===== src/rtl/clock_pkg.sv =====
// Shared calendar constants and the date record used across the millennium clock.
package clock_pkg;
  localparam int BASE_YEAR       = 2025;
  localparam int YEAR_MAX        = 974;
  localparam int MONTHS_PER_YEAR = 12;

  localparam int DAY_W   = 5;
  localparam int MONTH_W = 4;
  localparam int YEAR_W  = 10;

  localparam int RST_DAY   = 1;
  localparam int RST_MONTH = 1;
  localparam int RST_YEAR  = 0;

  typedef struct packed {
    logic [DAY_W-1:0]   day;
    logic [MONTH_W-1:0] month;
    logic [YEAR_W-1:0]  year;
  } date_t;
endpackage


===== src/rtl/leap_year_check.sv =====
// Month-length lookup: returns days in (month, year offset) including the Gregorian leap rule.
module leap_year_check
  import clock_pkg::*;
(
  input  logic [5:0]        i_month,
  input  logic [YEAR_W-1:0] i_year,
  output logic [DAY_W-1:0]  o_max_day
);
  logic [11:0] w_full_year;
  logic        w_leap;

  assign w_full_year = 12'(BASE_YEAR) + {2'b00, i_year};
  assign w_leap = (w_full_year[1:0] == 2'b00) &&
                  (((w_full_year % 12'd100) != 12'd0) || ((w_full_year % 12'd400) == 12'd0));

  always_comb begin
    case (i_month)
      6'd2:                      o_max_day = w_leap ? 5'd29 : 5'd28;
      6'd4, 6'd6, 6'd9, 6'd11:   o_max_day = 5'd30;
      default:                   o_max_day = 5'd31;
    endcase
  end
endmodule


===== src/rtl/date_counter.sv =====
// Calendar date register: advances one day per day_tick, accepts validated user loads.
module date_counter
  import clock_pkg::*;
#(
  parameter logic [YEAR_W-1:0]  YEAR_MAX  = YEAR_W'(clock_pkg::YEAR_MAX),
  parameter logic [DAY_W-1:0]   RST_DAY   = DAY_W'(clock_pkg::RST_DAY),
  parameter logic [MONTH_W-1:0] RST_MONTH = MONTH_W'(clock_pkg::RST_MONTH),
  parameter logic [YEAR_W-1:0]  RST_YEAR  = YEAR_W'(clock_pkg::RST_YEAR)
) (
  input  logic               clk,
  input  logic               rst_n,
  input  logic               day_tick,
  input  logic               set_en,
  input  logic [DAY_W-1:0]   set_day,
  input  logic [MONTH_W-1:0] set_month,
  input  logic [YEAR_W-1:0]  set_year,
  output logic [DAY_W-1:0]   day,
  output logic [MONTH_W-1:0] month,
  output logic [YEAR_W-1:0]  year,
  output logic               set_ack,
  output logic               set_err,
  output logic               month_roll,
  output logic               year_roll,
  output logic               wrap
);
  localparam logic [MONTH_W-1:0] LAST_MONTH = MONTH_W'(MONTHS_PER_YEAR);

  date_t            r_date;
  logic             r_set_ack, r_set_err, r_month_roll, r_year_roll, r_wrap;

  date_t            w_date_nxt;
  logic             w_ack_nxt, w_err_nxt, w_mroll_nxt, w_yroll_nxt, w_wrap_nxt;
  logic [DAY_W-1:0] w_cur_max, w_set_max;
  logic             w_set_ok;

  leap_year_check u_cur_len (
    .i_month   ({2'b00, r_date.month}),
    .i_year    (r_date.year),
    .o_max_day (w_cur_max)
  );

  leap_year_check u_set_len (
    .i_month   ({2'b00, set_month}),
    .i_year    (set_year),
    .o_max_day (w_set_max)
  );

  assign w_set_ok = (set_month != '0) && (set_month <= LAST_MONTH) &&
                    (set_day != '0) && (set_day <= w_set_max) &&
                    (set_year <= YEAR_MAX);

  // A set in the same cycle as a tick wins; the tick is dropped.
  always_comb begin
    w_date_nxt  = r_date;
    w_ack_nxt   = 1'b0;
    w_err_nxt   = 1'b0;
    w_mroll_nxt = 1'b0;
    w_yroll_nxt = 1'b0;
    w_wrap_nxt  = 1'b0;
    if (set_en) begin
      if (w_set_ok) begin
        w_date_nxt.day   = set_day;
        w_date_nxt.month = set_month;
        w_date_nxt.year  = set_year;
        w_ack_nxt        = 1'b1;
      end else begin
        w_err_nxt = 1'b1;
      end
    end else if (day_tick) begin
      if (r_date.day < w_cur_max) begin
        w_date_nxt.day = r_date.day + 5'd1;
      end else begin
        // >= also pulls an out-of-range day back to the 1st.
        w_date_nxt.day = 5'd1;
        w_mroll_nxt    = 1'b1;
        if (r_date.month < LAST_MONTH) begin
          w_date_nxt.month = r_date.month + 4'd1;
        end else begin
          w_date_nxt.month = 4'd1;
          w_yroll_nxt      = 1'b1;
          if (r_date.year == YEAR_MAX) begin
            w_date_nxt.year = '0;
            w_wrap_nxt      = 1'b1;
          end else begin
            w_date_nxt.year = r_date.year + 10'd1;
          end
        end
      end
    end
  end

  always_ff @(posedge clk or negedge rst_n) begin
    if (!rst_n) begin
      r_date.day   <= RST_DAY;
      r_date.month <= RST_MONTH;
      r_date.year  <= RST_YEAR;
      r_set_ack    <= 1'b0;
      r_set_err    <= 1'b0;
      r_month_roll <= 1'b0;
      r_year_roll  <= 1'b0;
      r_wrap       <= 1'b0;
    end else begin
      r_date       <= w_date_nxt;
      r_set_ack    <= w_ack_nxt;
      r_set_err    <= w_err_nxt;
      r_month_roll <= w_mroll_nxt;
      r_year_roll  <= w_yroll_nxt;
      r_wrap       <= w_wrap_nxt;
    end
  end

  assign day        = r_date.day;
  assign month      = r_date.month;
  assign year       = r_date.year;
  assign set_ack    = r_set_ack;
  assign set_err    = r_set_err;
  assign month_roll = r_month_roll;
  assign year_roll  = r_year_roll;
  assign wrap       = r_wrap;
endmodule


===== config.mk =====
export PLATFORM = sky130hd
export DESIGN_NAME = date_counter
export DESIGN_NICKNAME = d
export VERILOG_FILES = /design/src/rtl/clock_pkg.sv /design/src/rtl/leap_year_check.sv /design/src/rtl/date_counter.sv
export SDC_FILE = /design/constraint.sdc
export NUM_CORES = 1
export LEC_CHECK = 0
export BUFFER_PORTS_ARGS = -buffer_cell sky130_fd_sc_hd__buf_2
export CAP_MARGIN = 20
export CORE_MARGIN = 4
export CORE_UTILIZATION = 50
export CTS_BUF_LIST = sky130_fd_sc_hd__clkbuf_8 sky130_fd_sc_hd__clkbuf_16
export DETAILED_ROUTE_END_ITERATION = 8
export PLACE_DENSITY = 0.79
export SYNTH_ARGS = -nofsm -noshare
export SYNTH_HDL_FRONTEND = slang
export SYNTH_SLANG_ARGS = --single-unit

===== constraint.sdc =====
create_clock -name clk -period 5.8 [get_ports clk]
set_input_delay 0.29 -clock clk [delete_from_list [all_inputs] [get_ports clk]]
set_output_delay 0.29 -clock clk [all_outputs]
set_load 0.005 [all_outputs]

Word-level counts from Yosys, hierarchy flattened
Cells that the tools add are included.
- register bits after elaboration: 24
- input bits: 23
- equality and inequality tests: 14
- $add $sub $neg: 5
- div/mod/pow operators: 4
- muxes and demuxes: 28
- reductions and logical operators: 22
- $lt $le $gt $ge: 5
- operators with widths (cell ; number):
    two-way mux 19 bit ; 3
    adder 11 x 10 -> 12 bit (first input constant) ; 2
    zero test 12 bit ; 2
    modulo 12 x 7 -> 12 bit (second input constant) ; 2
    modulo 12 x 9 -> 12 bit (second input constant) ; 2
    nonzero test 12 bit ; 2
    two-way mux 10 bit ; 2
    case mux 5 bit (2 select lines) ; 2
    two-way mux 1 bit ; 18
    == test 4 x 3 -> 1 bit (second input constant) ; 4
    == test 4 bit (second input constant) ; 4
    two-way mux 14 bit ; 1
    adder 10 x 1 -> 10 bit (second input constant) ; 1
    == test 10 bit (second input constant) ; 1
    less-or-equal comparator 10 bit (second input constant) ; 1
    == test 4 x 2 -> 1 bit (second input constant) ; 2
    OR reduction 4 bit ; 2
    logical AND 1 bit ; 6
    adder 5 x 1 -> 5 bit (second input constant) ; 1
    less-or-equal comparator 5 bit ; 1
    less-than comparator 5 bit ; 1
    two-way mux 5 bit ; 1
    nonzero test 5 bit ; 1
    adder 4 x 1 -> 4 bit (second input constant) ; 1
    12 further kinds ; 15

Logic depth before layout (Yosys ltp)
- word-level depth: 12
- depth in mapped cells: 28
- gate-level depth less buffers: 26

Modules after synthesis
From an unflattened synthesis, not the netlist that was laid out.
- cell total of the unflattened synthesis: 537
- area, all modules: 4242.8 µm²
- modules (own cells, without submodules) (module ; area each (µm²) ; times used ; cells each ; seq. area each (µm²)):
    leap_year_check ; 1270.0 ; 2 ; 171 ; 0.0
    date_counter ; 1702.9 ; 1 ; 195 ; 603.1

Least setup slack after synthesis
No wires, ideal clock.
- path type: input-to-reg
- start: input port set_year[4]
- end: register year[0] (netlist name)
- path buffers: 3
- library setup time: 0.130 ns
- setup slack: 0.013 ns
- data required time: 5.670 ns
- stages: 27
- arrival: 5.657 ns
- path through: clkbuf_1 > inv_1 > or4_1 > nor4b_1 > a21oi_1 > a41o_1 > o32a_1 > a311o_1 > a211oi_1 > a211o_1 > nor2b_1 > o22ai_1 > xor2_1 > mux2i_1 > nor3_1 > nor3_1 > ha_1 > nor2b_1 > o2111ai_1 > a21oi_1 > nor4_1 > and2_1 > clkbuf_1 > a31oi_1 > clkbuf_1 > a211oi_1 > a21oi_1
- word-level cells in the longest chain between the ends: 12
- elaborated cells between the ends (all ways): 15
- those cells by class: 1 x add/sub; 2 x div; 2 x order compare; 1 x eq/ne; 2 x mux; 7 x reduce/logical
- ends and longest elaborated chain (item ; line ; source):
    from (decl) ; date_counter.sv:16 ; input logic [YEAR_W-1:0] set_year,
    adder 11 x 10 -> 12 bit ; leap_year_check.sv:12 ; assign w_full_year = 12'(BASE_YEAR) + {2'b00, i_year};
    modulo 12 x 7 -> 12 bit or modulo 12 x 9 -> 12 bit (tied branches) ; leap_year_check.sv:14 ; (((w_full_year % 12'd100) != 12'd0) || ((w_full_year % 12'd400) == 12'd0));
    nonzero test 12 bit or zero test 12 bit (tied branches) ; leap_year_check.sv:14 ;
    logical OR 1 bit ; leap_year_check.sv:14 ;
    logical AND 1 bit ; leap_year_check.sv:13 ; assign w_leap = (w_full_year[1:0] == 2'b00) &&
    two-way mux 1 bit ; leap_year_check.sv:18 ; 6'd2: o_max_day = w_leap ? 5'd29 : 5'd28;
    case mux 5 bit (2 select lines) ; leap_year_check.sv:17 ; case (i_month)
    less-or-equal comparator 5 bit ; date_counter.sv:49 ; (set_day != '0) && (set_day <= w_set_max) &&
    logical AND 1 bit ; date_counter.sv:49 ;
    logical AND 1 bit (*) ; date_counter.sv:49 ;
    inequality test 2 x 1 -> 1 bit (no source line) (*) ; -- ;
    AND reduction 4 bit (no source line) (*) ; -- ;
Mark *: on every way between the ends. The rest lies on a longest branch, timed or not.
A chain may end at the register's enable or synchronous reset.

Final worst setup path
- start: input port set_year[0]
- end: register day[3] (netlist name)
- word-level cells in the longest chain between the ends: 12
- elaborated cells between the ends (all ways): 16
- those cells by class: 1 x add/sub; 2 x div; 2 x order compare; 1 x eq/ne; 2 x mux; 8 x reduce/logical
- ends and longest elaborated chain (item ; line):
    adder 11 x 10 -> 12 bit ; leap_year_check.sv:12
    modulo 12 x 7 -> 12 bit or modulo 12 x 9 -> 12 bit (tied branches) ; leap_year_check.sv:14
    nonzero test 12 bit or zero test 12 bit (tied branches) ; leap_year_check.sv:14
    logical OR 1 bit ; leap_year_check.sv:14
    logical AND 1 bit ; leap_year_check.sv:13
    two-way mux 1 bit ; leap_year_check.sv:18
    case mux 5 bit (2 select lines) ; leap_year_check.sv:17
    less-or-equal comparator 5 bit ; date_counter.sv:49
    logical AND 1 bit ; date_counter.sv:49
    logical AND 1 bit (*) ; date_counter.sv:49
    inequality test 2 x 1 -> 1 bit (no source line) (*) ; --
    AND reduction 2 bit (no source line) (*) ; --
Marked as above.

==> reports/metrics.yaml <==
routabilityCongestion: 0.968
ys_warn_count: 0
avgViaCountPerCell: 6.73
reg2reg_depth: 15
synth_edf_count: 0
p_leak_nw: 1.89
netlist-cell-type-count: 91
vias: 4828
cp.required_ns: 6.02
hold_viol: 0
arrival_ns: 5.83
drive_above_1_share: 0.220
finalCritPeriodShare: 0.967
slew_headroom: 0.462
grt_max_degree: 35
fin_area_um2: 4710
grt_pass1_vias: 4455
drc: 0
path_class: "input port to register"
die_x_um: 98.4
antenna_left: 0
clock_tree.root_cell: "clkbuf_8"
clkTransAtPathRegs_ns: 0.10
dieArea_um2: 9680
die_h_um: 98.4
cp-start-kind: "input port"
p_per_area_nw_per_um2: 414
wl_per_cell_um: 17.7
endpoint_kind: "register"
async_flop_share: 1.00
slew_viol_final: 0
cts_sinks: 24
irDropWorstVdd_mv: 0.238
status: "complete, no violations"
dr.first_iter.drc_count: 411
crit_fanout: 8
skew_ns: 0.00503
clock_path_buffers: 2
finalWirelength_um: 12700
fin_crit_ns: 5.61
ys_seq_area_frac: 0.148
tightest_slew_ns: 0.805
cts_tree: "done"
fillers: 727
dp_hpwl_um: 9330
netlist_area_um2: 4080
avgSynthCellArea_um2: 7.24
start_util: 0.520
ys_dominant_reg_cell: "dfrtp_1"
track_usage: 0.248
grt_pass1_wl_um: 20900
num_io_pins: 47
place_area_um2: 4570
hp-class: "input port to async pin"
cts_htree_levels: 1
setup_viol: 0
io_buffers: 46
maxCapViolCount: 0
rows: 32
antenna_found_initial: 0
diodes: 0
syn_inst: 564
fmax_mhz: 178
whs_ns: 0.00836
syn_to_final_growth_pct: 15.4
synthesis.nets: 601
cts_buffers: 3
drt-pass1-iter-count: 5
overflow: 0
coreArea_um2: 7850
ctsHoldBuffers: 0
worstSkewPairLatency_ns: 0.27
ys_ff_latch: 24
nets: 653
## layer usage
| metal | vias to the layer above | global-route usage | routed length, um |
|---|---|---|---|
| met5 | - | 0 | 0 |
| met4 | 0 | 0.0704 | 235 |
| met3 | 28 | 0.0214 | 895 |
| met2 | 253 | 0.414 | 6110 |
| met1 | 2261 | 0.342 | 5440 |
| li1 | 2286 | - | - |
## per-stage QoR
step / setup slack, ns / TNS [ns] / utilization / total power [mW] / instances
after global routing: -0.0368 / -0.0368 / 0.600 / 2.09 / 717
final: 0.193 / 0 / 0.600 / 1.95 / 717
after floorplan: 0.0134 / 0 / - / 1.43 / 564
after CTS: 0.0496 / 0 / 0.592 / 1.91 / 716
after global placement: 0.0656 / 0 / 0.583 / 1.69 / 712
after detailed placement: -0.220 / -1.35 / 0.583 / 1.75 / 712
## worst max-delay path, stage by stage
cell       delay (ns)
buf_2            0.12
ha_1             0.23
a21o_1           0.21
a211oi_2         0.21
buf_4            0.15
o21ai_0          0.08
a211o_2          0.41
a41o_1           0.31
o32a_1           0.31
a311o_1          0.40
a211oi_2         0.22
a211o_1          0.15
nor2b_1          0.15
o22ai_1          0.10
xor2_1           0.17
mux2i_1          0.23
nor3_1           0.09
nor3_1           0.21
ha_1             0.17
nor2b_1          0.05
o2111ai_1        0.20
a21oi_1          0.08
nor4_2           0.27
and2_4           0.22
nor2_1           0.06
or3_1            0.40
a211oi_2         0.20
a221o_1          0.13
## report_power, final
part | internal [mW] | switching (mW)
combinational | 0.602 | 0.900
sequential | 0.206 | 0.0913
clock | 0.0924 | 0.0596
## cells by family after synthesis
group | after synthesis | synth area share
flops | 24 | 0.148
mux | 8 | 0.0236
buf+inv | 60 | 0.0616
fa+ha+maj | 14 | 0.0429
compound gates | 216 | 0.394
simple gates | 223 | 0.289
xor+xnor | 19 | 0.0407
## cells in the mapped netlist (11+ instances only)
| cell type | count | share of area |
|---|---|---|
| a211oi_1 | 12 | 0.022 |
| a21oi_1 | 42 | 0.051 |
| clkbuf_1 | 29 | 0.027 |
| dfrtp_1 | 22 | 0.13 |
| ha_1 | 14 | 0.043 |
| inv_1 | 21 | 0.019 |
| nand2_1 | 51 | 0.047 |
| nand3_1 | 19 | 0.023 |
| nor2_1 | 50 | 0.046 |
| nor3_1 | 23 | 0.028 |
| o211ai_1 | 11 | 0.020 |
| o21ai_0 | 34 | 0.042 |
| xnor2_1 | 15 | 0.032 |
## layout by cell type, fill, tap and decap left out, types with 9 or more instances in the layout
cell       n
buf_2     46
nand2_1   51
a31oi_1    9
a21oi_1   41
inv_1     21
buf_4     39
nor3_1    23
nor2b_1   10
o211ai_1  11
o21ai_0   34
xnor2_1   15
nor2_1    50
nand3_1   19
dfrtp_1   22
ha_1      14
## final cells by class
type	instances	area (um2)	share of cell area
Multi-Input combinational cell	480	3290	0.698
Sequential cell	24	603	0.128
Timing Repair Buffer	86	543	0.115
Tap cell	102	128	0.0271
Inverter	21	78.8	0.0167
Clock buffer	3	41.3	0.00876
Clock inverter	1	30.0	0.00637
## state kept, by name, summed over array words and instances, names as in the netlist
| name | flops |
|---|---|
| year | 10 |
| day | 5 |
| month | 4 |
| month_roll | 1 |
| set_ack | 1 |
| set_err | 1 |
| wrap | 1 |
| year_roll | 1 |
## what timing repair did
action	4_1_cts	5_1_grt
setup buffers	0	1
resized for setup	0	12
setup endpoints to repair	0	18
## final timing paths
path	startpoint	to	slack, ns
max	set_year[0]	day[3]	0.19
min	rst_n	set_err	0.008
max reg2reg	year[4]	day[2]	0.59
min reg2reg	day[0]	day[0]	0.61
max in group asynchronous	rst_n	year[5]	5.41
min in group clk	set_day[3]	day[3]	0.29
(Power assumes the default switching activity.)
